**src/rtl/fetch_pkg.sv**
```systemverilog
// Shared widths, reset vector and queue entry types for the instruction fetch stage.
package fetch_pkg;

  localparam int XLEN = 32;
  localparam logic [XLEN-1:0] RESET_VECTOR = 32'h0000_0000;

  typedef struct packed {
    logic [XLEN-1:0] pc;
    logic [XLEN-1:0] instr;
  } fetch_entry_t;

  typedef struct packed {
    logic [XLEN-1:0] pc;
    logic            kill;
  } inflight_entry_t;

  function automatic logic [XLEN-1:0] align_word(input logic [XLEN-1:0] addr);
    return {addr[XLEN-1:2], 2'b00};
  endfunction

endpackage

```
**src/rtl/fetch_if.sv**
```systemverilog
// Bundle of pc control, redirect, instruction-memory and decode handshake signals around fetch.
interface fetch_if;
  import fetch_pkg::*;

  logic [XLEN-1:0] pc;
  logic [XLEN-1:0] overwrite_pc;
  logic            overwrite_valid;
  logic            redirect_valid;
  logic [XLEN-1:0] redirect_pc;
  logic            imem_req_valid;
  logic            imem_req_ready;
  logic [XLEN-1:0] imem_req_addr;
  logic            imem_rsp_valid;
  logic [XLEN-1:0] imem_rsp_data;
  logic            out_valid;
  logic            out_ready;
  logic [XLEN-1:0] out_pc;
  logic [XLEN-1:0] out_instr;

  modport master (
    input  pc, redirect_valid, redirect_pc, imem_req_ready, imem_rsp_valid,
           imem_rsp_data, out_ready,
    output overwrite_pc, overwrite_valid, imem_req_valid, imem_req_addr,
           out_valid, out_pc, out_instr
  );

  modport slave (
    output pc, redirect_valid, redirect_pc, imem_req_ready, imem_rsp_valid,
           imem_rsp_data, out_ready,
    input  overwrite_pc, overwrite_valid, imem_req_valid, imem_req_addr,
           out_valid, out_pc, out_instr
  );

endinterface

```
**src/rtl/fetch_fifo.sv**
```systemverilog
// Synchronous FIFO with flush and a kill-all that marks every stored entry as stale.
module fetch_fifo #(
  parameter int WIDTH = 32,
  parameter int DEPTH = 4
) (
  input  logic                   clk,
  input  logic                   rst,
  input  logic                   flush,
  input  logic                   kill_all,
  input  logic                   push,
  input  logic [WIDTH-1:0]       push_data,
  input  logic                   pop,
  output logic [WIDTH-1:0]       head_data,
  output logic                   head_kill,
  output logic                   empty,
  output logic [$clog2(DEPTH):0] count
);

  localparam int AW = $clog2(DEPTH);
  localparam int CW = AW + 1;
  localparam logic [CW-1:0] FULL_CNT = CW'(DEPTH);

  logic [WIDTH-1:0] mem_r [DEPTH];
  logic [DEPTH-1:0] kill_r;
  logic [DEPTH-1:0] kill_nxt_s;
  logic [DEPTH-1:0] wr_mask_s;
  logic [AW-1:0]    rd_ptr_r;
  logic [AW-1:0]    wr_ptr_r;
  logic [CW-1:0]    count_r;
  logic             pop_ok_s;
  logic             push_ok_s;

  // Handshake qualification; a push into a full queue is legal only alongside a pop.
  always_comb begin
    pop_ok_s   = pop && (count_r != '0);
    push_ok_s  = push && ((count_r != FULL_CNT) || pop_ok_s);
    wr_mask_s  = push_ok_s ? (DEPTH'(1) << wr_ptr_r) : '0;
    kill_nxt_s = (kill_all ? {DEPTH{1'b1}} : kill_r) & ~wr_mask_s;
  end

  // Pointer, occupancy and kill-bit state.
  always_ff @(posedge clk) begin
    if (rst || flush) begin
      rd_ptr_r <= '0;
      wr_ptr_r <= '0;
      count_r  <= '0;
      kill_r   <= '0;
    end else begin
      rd_ptr_r <= pop_ok_s  ? rd_ptr_r + AW'(1) : rd_ptr_r;
      wr_ptr_r <= push_ok_s ? wr_ptr_r + AW'(1) : wr_ptr_r;
      kill_r   <= kill_nxt_s;
      case ({push_ok_s, pop_ok_s})
        2'b10:   count_r <= count_r + CW'(1);
        2'b01:   count_r <= count_r - CW'(1);
        default: count_r <= count_r;
      endcase
    end
  end

  // Entry storage.
  always_ff @(posedge clk) begin
    if (push_ok_s) begin
      mem_r[wr_ptr_r] <= push_data;
    end
  end

  assign head_data = mem_r[rd_ptr_r];
  assign head_kill = kill_r[rd_ptr_r];
  assign empty     = (count_r == '0);
  assign count     = count_r;

endmodule

```
**src/rtl/fetch_stage_chk.sv**
```systemverilog
// Protocol checks for the fetch stage: in-order responses need an outstanding request.
module fetch_stage_chk (
  input logic clk,
  input logic rst,
  input logic rsp_valid,
  input logic infl_empty,
  input logic out_valid,
  input logic out_head_kill
);

  a_rsp_has_request: assert property (@(posedge clk) disable iff (rst)
    rsp_valid |-> !infl_empty);

  a_no_stale_to_decode: assert property (@(posedge clk) disable iff (rst)
    out_valid |-> !out_head_kill);

endmodule

```
**src/rtl/fetch_stage.sv**
```systemverilog
// Instruction fetch: credit-limited issue, pc hold/redirect, stale-response squash, decode queue.
module fetch_stage
  import fetch_pkg::*;
#(
  parameter int DEPTH = 4
) (
  input logic     clk,
  input logic     rst,
  fetch_if.master bus
);

  localparam int CW = $clog2(DEPTH) + 1;
  localparam logic [CW:0] DEPTH_C = (CW + 1)'(DEPTH);

  logic [CW-1:0]   infl_count_s;
  logic [CW-1:0]   out_count_s;
  logic [CW:0]     credit_sum_s;
  logic            can_issue_s;
  logic            req_valid_s;
  logic            accept_s;
  logic            ov_valid_s;
  logic [XLEN-1:0] ov_pc_s;
  logic            infl_empty_s;
  logic            infl_head_kill_s;
  logic [XLEN-1:0] infl_head_pc_s;
  inflight_entry_t infl_head_s;
  logic            out_empty_s;
  logic            out_head_kill_s;
  logic            out_push_s;
  logic            out_valid_s;
  logic            out_pop_s;
  fetch_entry_t    out_push_data_s;
  fetch_entry_t    out_head_s;

  // Credit covers both outstanding (even killed) requests and buffered instructions.
  always_comb begin
    credit_sum_s = {1'b0, infl_count_s} + {1'b0, out_count_s};
    can_issue_s  = !bus.redirect_valid && (credit_sum_s < DEPTH_C);
    req_valid_s  = can_issue_s && !rst;
    accept_s     = req_valid_s && bus.imem_req_ready;
  end

  // program_counter control: redirect wins, otherwise replay pc unless the fetch went out.
  always_comb begin
    ov_valid_s = 1'b0;
    ov_pc_s    = bus.pc;
    if (rst) begin
      ov_valid_s = 1'b0;
    end else if (bus.redirect_valid) begin
      ov_valid_s = 1'b1;
      ov_pc_s    = align_word(bus.redirect_pc);
    end else if (accept_s) begin
      ov_valid_s = 1'b0;
    end else begin
      ov_valid_s = 1'b1;
    end
  end

  // Response pairing and decode handshake; a redirect squashes everything in that cycle.
  always_comb begin
    infl_head_s     = '{pc: infl_head_pc_s, kill: infl_head_kill_s};
    out_push_s      = bus.imem_rsp_valid && !infl_empty_s && !infl_head_s.kill &&
                      !bus.redirect_valid && !rst;
    out_push_data_s = '{pc: infl_head_s.pc, instr: bus.imem_rsp_data};
    out_valid_s     = !out_empty_s && !bus.redirect_valid && !rst;
    out_pop_s       = out_valid_s && bus.out_ready;
  end

  fetch_fifo #(
    .WIDTH (XLEN),
    .DEPTH (DEPTH)
  ) u_inflight (
    .clk       (clk),
    .rst       (rst),
    .flush     (1'b0),
    .kill_all  (bus.redirect_valid),
    .push      (accept_s),
    .push_data (bus.pc),
    .pop       (bus.imem_rsp_valid),
    .head_data (infl_head_pc_s),
    .head_kill (infl_head_kill_s),
    .empty     (infl_empty_s),
    .count     (infl_count_s)
  );

  fetch_fifo #(
    .WIDTH ($bits(fetch_entry_t)),
    .DEPTH (DEPTH)
  ) u_outq (
    .clk       (clk),
    .rst       (rst),
    .flush     (bus.redirect_valid),
    .kill_all  (1'b0),
    .push      (out_push_s),
    .push_data (out_push_data_s),
    .pop       (out_pop_s),
    .head_data (out_head_s),
    .head_kill (out_head_kill_s),
    .empty     (out_empty_s),
    .count     (out_count_s)
  );

  fetch_stage_chk u_chk (
    .clk           (clk),
    .rst           (rst),
    .rsp_valid     (bus.imem_rsp_valid),
    .infl_empty    (infl_empty_s),
    .out_valid     (out_valid_s),
    .out_head_kill (out_head_kill_s)
  );

  assign bus.imem_req_valid  = req_valid_s;
  assign bus.imem_req_addr   = bus.pc;
  assign bus.overwrite_valid = ov_valid_s;
  assign bus.overwrite_pc    = ov_pc_s;
  assign bus.out_valid       = out_valid_s;
  assign bus.out_pc          = out_head_s.pc;
  assign bus.out_instr       = out_head_s.instr;

endmodule

```
**src/flat_wrapper.sv**
```systemverilog
// flat-port wrapper written by rule: the top's interface ports become plain ports
module fetch_stage_flat import fetch_pkg::*;
#(
  parameter int DEPTH = 4
)
  (clk, rst, bus_pc, bus_redirect_valid, bus_redirect_pc, bus_imem_req_ready, bus_imem_rsp_valid, bus_imem_rsp_data, bus_out_ready, bus_overwrite_pc, bus_overwrite_valid, bus_imem_req_valid, bus_imem_req_addr, bus_out_valid, bus_out_pc, bus_out_instr);
  fetch_if bus_i ();
  input logic clk;
  input logic rst;
  input wire logic [$bits(bus_i.pc)-1:0] bus_pc;
  input wire logic [$bits(bus_i.redirect_valid)-1:0] bus_redirect_valid;
  input wire logic [$bits(bus_i.redirect_pc)-1:0] bus_redirect_pc;
  input wire logic [$bits(bus_i.imem_req_ready)-1:0] bus_imem_req_ready;
  input wire logic [$bits(bus_i.imem_rsp_valid)-1:0] bus_imem_rsp_valid;
  input wire logic [$bits(bus_i.imem_rsp_data)-1:0] bus_imem_rsp_data;
  input wire logic [$bits(bus_i.out_ready)-1:0] bus_out_ready;
  output wire logic [$bits(bus_i.overwrite_pc)-1:0] bus_overwrite_pc;
  output wire logic [$bits(bus_i.overwrite_valid)-1:0] bus_overwrite_valid;
  output wire logic [$bits(bus_i.imem_req_valid)-1:0] bus_imem_req_valid;
  output wire logic [$bits(bus_i.imem_req_addr)-1:0] bus_imem_req_addr;
  output wire logic [$bits(bus_i.out_valid)-1:0] bus_out_valid;
  output wire logic [$bits(bus_i.out_pc)-1:0] bus_out_pc;
  output wire logic [$bits(bus_i.out_instr)-1:0] bus_out_instr;
  assign bus_i.pc = bus_pc;
  assign bus_i.redirect_valid = bus_redirect_valid;
  assign bus_i.redirect_pc = bus_redirect_pc;
  assign bus_i.imem_req_ready = bus_imem_req_ready;
  assign bus_i.imem_rsp_valid = bus_imem_rsp_valid;
  assign bus_i.imem_rsp_data = bus_imem_rsp_data;
  assign bus_i.out_ready = bus_out_ready;
  assign bus_overwrite_pc = bus_i.overwrite_pc;
  assign bus_overwrite_valid = bus_i.overwrite_valid;
  assign bus_imem_req_valid = bus_i.imem_req_valid;
  assign bus_imem_req_addr = bus_i.imem_req_addr;
  assign bus_out_valid = bus_i.out_valid;
  assign bus_out_pc = bus_i.out_pc;
  assign bus_out_instr = bus_i.out_instr;
  fetch_stage #(.DEPTH(DEPTH)) u_core (.clk(clk), .rst(rst), .bus(bus_i));
endmodule
```
**config.mk**
```make
export PLATFORM = sky130hd
export DESIGN_NAME = fetch_stage_flat
export DESIGN_NICKNAME = d
export VERILOG_FILES = /design/src/rtl/fetch_pkg.sv /design/src/rtl/fetch_if.sv /design/src/rtl/fetch_fifo.sv /design/src/rtl/fetch_stage_chk.sv /design/src/rtl/fetch_stage.sv /design/src/flat_wrapper.sv
export SDC_FILE = /design/constraint.sdc
export NUM_CORES = 1
export LEC_CHECK = 0
export BUFFER_PORTS_ARGS = -buffer_cell sky130_fd_sc_hd__buf_2
export CELL_PAD_IN_SITES_DETAIL_PLACEMENT = 1
export CELL_PAD_IN_SITES_GLOBAL_PLACEMENT = 1
export CORE_AREA = 2 2 218 220
export DETAILED_ROUTE_END_ITERATION = 10
export DIE_AREA = 0 0 220 222
export PLACE_DENSITY = 0.7
export SYNTH_ARGS = -nofsm -noshare
export SYNTH_HDL_FRONTEND = slang
export SYNTH_HIERARCHICAL = 1
export SYNTH_SLANG_ARGS = --single-unit
```
**constraint.sdc**
```tcl
create_clock -name clk -period 4 [get_ports clk]
set_clock_uncertainty 0.15 [all_clocks]
set_input_delay 0 -clock clk [delete_from_list [all_inputs] [get_ports clk]]
set_output_delay 0 -clock clk [all_outputs]
set_load 0.05 [all_outputs]
```
==> results.yml <==
outcome:
  run_status: "complete, no violations"
setup_path:
  data_required_time_at_the_worst_endpoint_ps: 4070
  timing.critical_path.slowest_stage_cell: "sky130_fd_sc_hd__nor2b_1"
  worstSetupStartpointType: "flip-flop"
  criticalPathCategory: "reg2reg"
  slowest_stage_delay_on_critical_path_ps: 570
  path_max_fanout: 24
  critical_path.startpoint: "u_core/u_inflight/rd_ptr_r[0]"
  end_kind: "flip-flop"
  worst_ep_arrival_time_ps: 3360
  cells_along_the_critical_path: "mux4_2, nor2_1, and3_1, nor2b_1, and2_4, buf_4"
  timing.rr.start: "u_core/u_inflight/rd_ptr_r[0]"
place:
  post-place-cells: 1510
  numPortBuffers: 230
  post-dp-hpwl_um: 22260
  place_congestion: 0.7264
cts:
  cts_setup_buffers: 0
  tritoncts: "yes"
  numClockSinks: 406
  insertion_delay_ps: 530
  number_of_buffers_on_the_longest_clock_path: 3
  cts.root.buffer_cell: "sky130_fd_sc_hd__clkbuf_16"
  post_cts_hold_buffer_count: 68
  cts_resized: 0
  cts_made_buffers: 42
  h_tree_levels: 2
  clkSlewWorstSetupHoldPaths_ps: 60
detailed_routing:
  drt-vias-per-instance: 4.748
  drt_iter0_markers: 428
  dr_total_vias: 7843
  post_drt_wl_per_cell_um: 20.64
  post-route-drc-count: 0
  route.final.wire_length_um: 34100
  antenna_left: 0
  firstDrtPassIters: 5
synthesis:
  netlist_area_um2: 15910
  synthesis.yosys.warnings: 6
  post_synth.cell_area_avg_um2: 22.28
  post_synth_inst_count: 714
floorplan:
  floorplan.die_area_um2: 48840
  fp-row-count: 79
  chipHeight_um: 222
  die_w_um: 220
  core_area_um2: 46260
  pin_count: 233
  initial_core_util_pct: 34.39
cells_and_area:
  drive_gt1_share_pct: 44.11
  fin_nets: 1129
  fill_count: 4454
  num_antenna_cells: 0
  area_growth_pct: 23.24
  area_used_by_multi_input_combinational_logic_um2: 3488
  sequential_cell_area_um2: 11980
  finish.cell_count_without_fillers: 1652
timing:
  timing.final.crit_share_pct: 82.42
  rsz0062_at_grt: "false"
  hold_viol: 0
  final_setup_fails: 0
  final_period_minus_worst_setup_slack_ps: 3297
  fmax_ghz: 0.3033
  slew_violations: 0
  setup_tns_ps: 0
  worst_tran_pin_value_ps: 1057
  worst_slew_slack_as_a_fraction_of_its_limit_pct: 29.53
grt:
  grt_use_total_pct: 14.03
  maximum_number_of_pins_on_one_net_before_global_route_repair: 65
  first_pass_grt_wire_length_um: 51410
  antenna_found_initial: 0
  gr-total-overflow: 0
  first_global_vias: 8652
pwr:
  worst_ir_drop_on_vdd_mv: 0.2548
  p_leak_uw: 0.006633
  power_per_cell_area_nw_per_um2: 445.7
job:
  drv_cap: 0
min_path:
  worst_hold_startpoint: "bus_imem_rsp_data[22]"
  hold_class: "in2reg"
-- final timing paths --
kind                            cells past startpoint  slack [ps]                           to
worst max-delay path                                6         700   u_core/u_outq/mem_r[0][49]
worst min-delay path                                2          70   u_core/u_outq/mem_r[1][22]
worst max register to register                      6         700   u_core/u_outq/mem_r[0][49]
worst min register to register                      2         370  u_core/u_inflight/kill_r[0]
-- sequential cells by signal (all words and copies together), names as in the netlist, named ones only --
signal and cells:
u_core/u_inflight/kill_r 4, u_core/u_outq/wr_ptr_r 2, u_core/u_inflight/mem_r 128, u_core/u_inflight/rd_ptr_r 2, u_core/u_inflight/wr_ptr_r 2, u_core/u_outq/mem_r 256, u_core/u_inflight/count 3, u_core/u_outq/rd_ptr_r 2
u_core/u_outq/count 3
-- layout by cell type (no fill, tap or decap), types with 3 or more instances in the layout --
cell type	n
sky130_fd_sc_hd__and2_2	4
sky130_fd_sc_hd__and2_4	4
sky130_fd_sc_hd__and3_1	4
sky130_fd_sc_hd__buf_12	6
sky130_fd_sc_hd__buf_2	230
sky130_fd_sc_hd__buf_4	15
sky130_fd_sc_hd__clkbuf_1	7
sky130_fd_sc_hd__clkbuf_16	42
sky130_fd_sc_hd__clkbuf_4	3
sky130_fd_sc_hd__clkinv_1	7
sky130_fd_sc_hd__clkinv_2	7
sky130_fd_sc_hd__dfxtp_1	18
sky130_fd_sc_hd__dlygate4sd3_1	68
sky130_fd_sc_hd__edfxtp_1	384
sky130_fd_sc_hd__ha_1	10
sky130_fd_sc_hd__inv_1	8
sky130_fd_sc_hd__mux2_4	28
sky130_fd_sc_hd__mux4_2	97
sky130_fd_sc_hd__nand2_1	4
sky130_fd_sc_hd__nand3_1	3
sky130_fd_sc_hd__nor2_1	20
sky130_fd_sc_hd__nor3_1	6
sky130_fd_sc_hd__nor4b_4	4
sky130_fd_sc_hd__o21ai_0	10
sky130_fd_sc_hd__xnor2_1	4
sky130_fd_sc_hd__xor2_1	6
-- critical path: cells and delay by family (launching register included) --
kind	cells	cell delay, ps
buffers and inverters	1	320
DFF	1	390
muxes	1	520
and+or+nand+nor	4	1590
-- report_power, final --
part	total, uW	internal (uW)	switching (uW)	leakage, uW
clock network	3620	2100	1520	0.000634
logic	459	165	295	0.00236
registers	4660	4650	5.49	0.00364
-- cell type report --
| cell class | instances | area share (%) |
|---|---|---|
| flip-flops and latches | 406 | 61.11 |
| multi-input cells | 238 | 17.79 |
| repair buffers | 319 | 10.53 |
| clock buffers | 53 | 5.680 |
| well taps | 607 | 3.874 |
| clock inverters | 21 | 0.8615 |
| inverters | 8 | 0.1532 |
-- stage by stage --
step	instance area (um2)	setup slack (ps)	hold WS, ps	util, %	power (uW)
floorplan	15920	125.1	-51.13	-	5032
global placement	17640	789.0	64.54	38.14	5145
detailed placement	17640	694.8	73.23	38.14	5157
CTS	19610	676.8	56.62	42.38	8843
global route	19610	496.5	73.47	42.38	9003
finish	19610	703.1	74.95	42.38	8738
-- metal layers --
layer / wire [um] / track usage [%] / vias up
met5: 0 / 0 / -
met4: 655 / 3.724 / 0
met3: 1902 / 2.318 / 45
met2: 17510 / 24.22 / 230
met1: 14030 / 18.29 / 4068
li1: - / - / 3500
(Power assumes the default switching activity.)
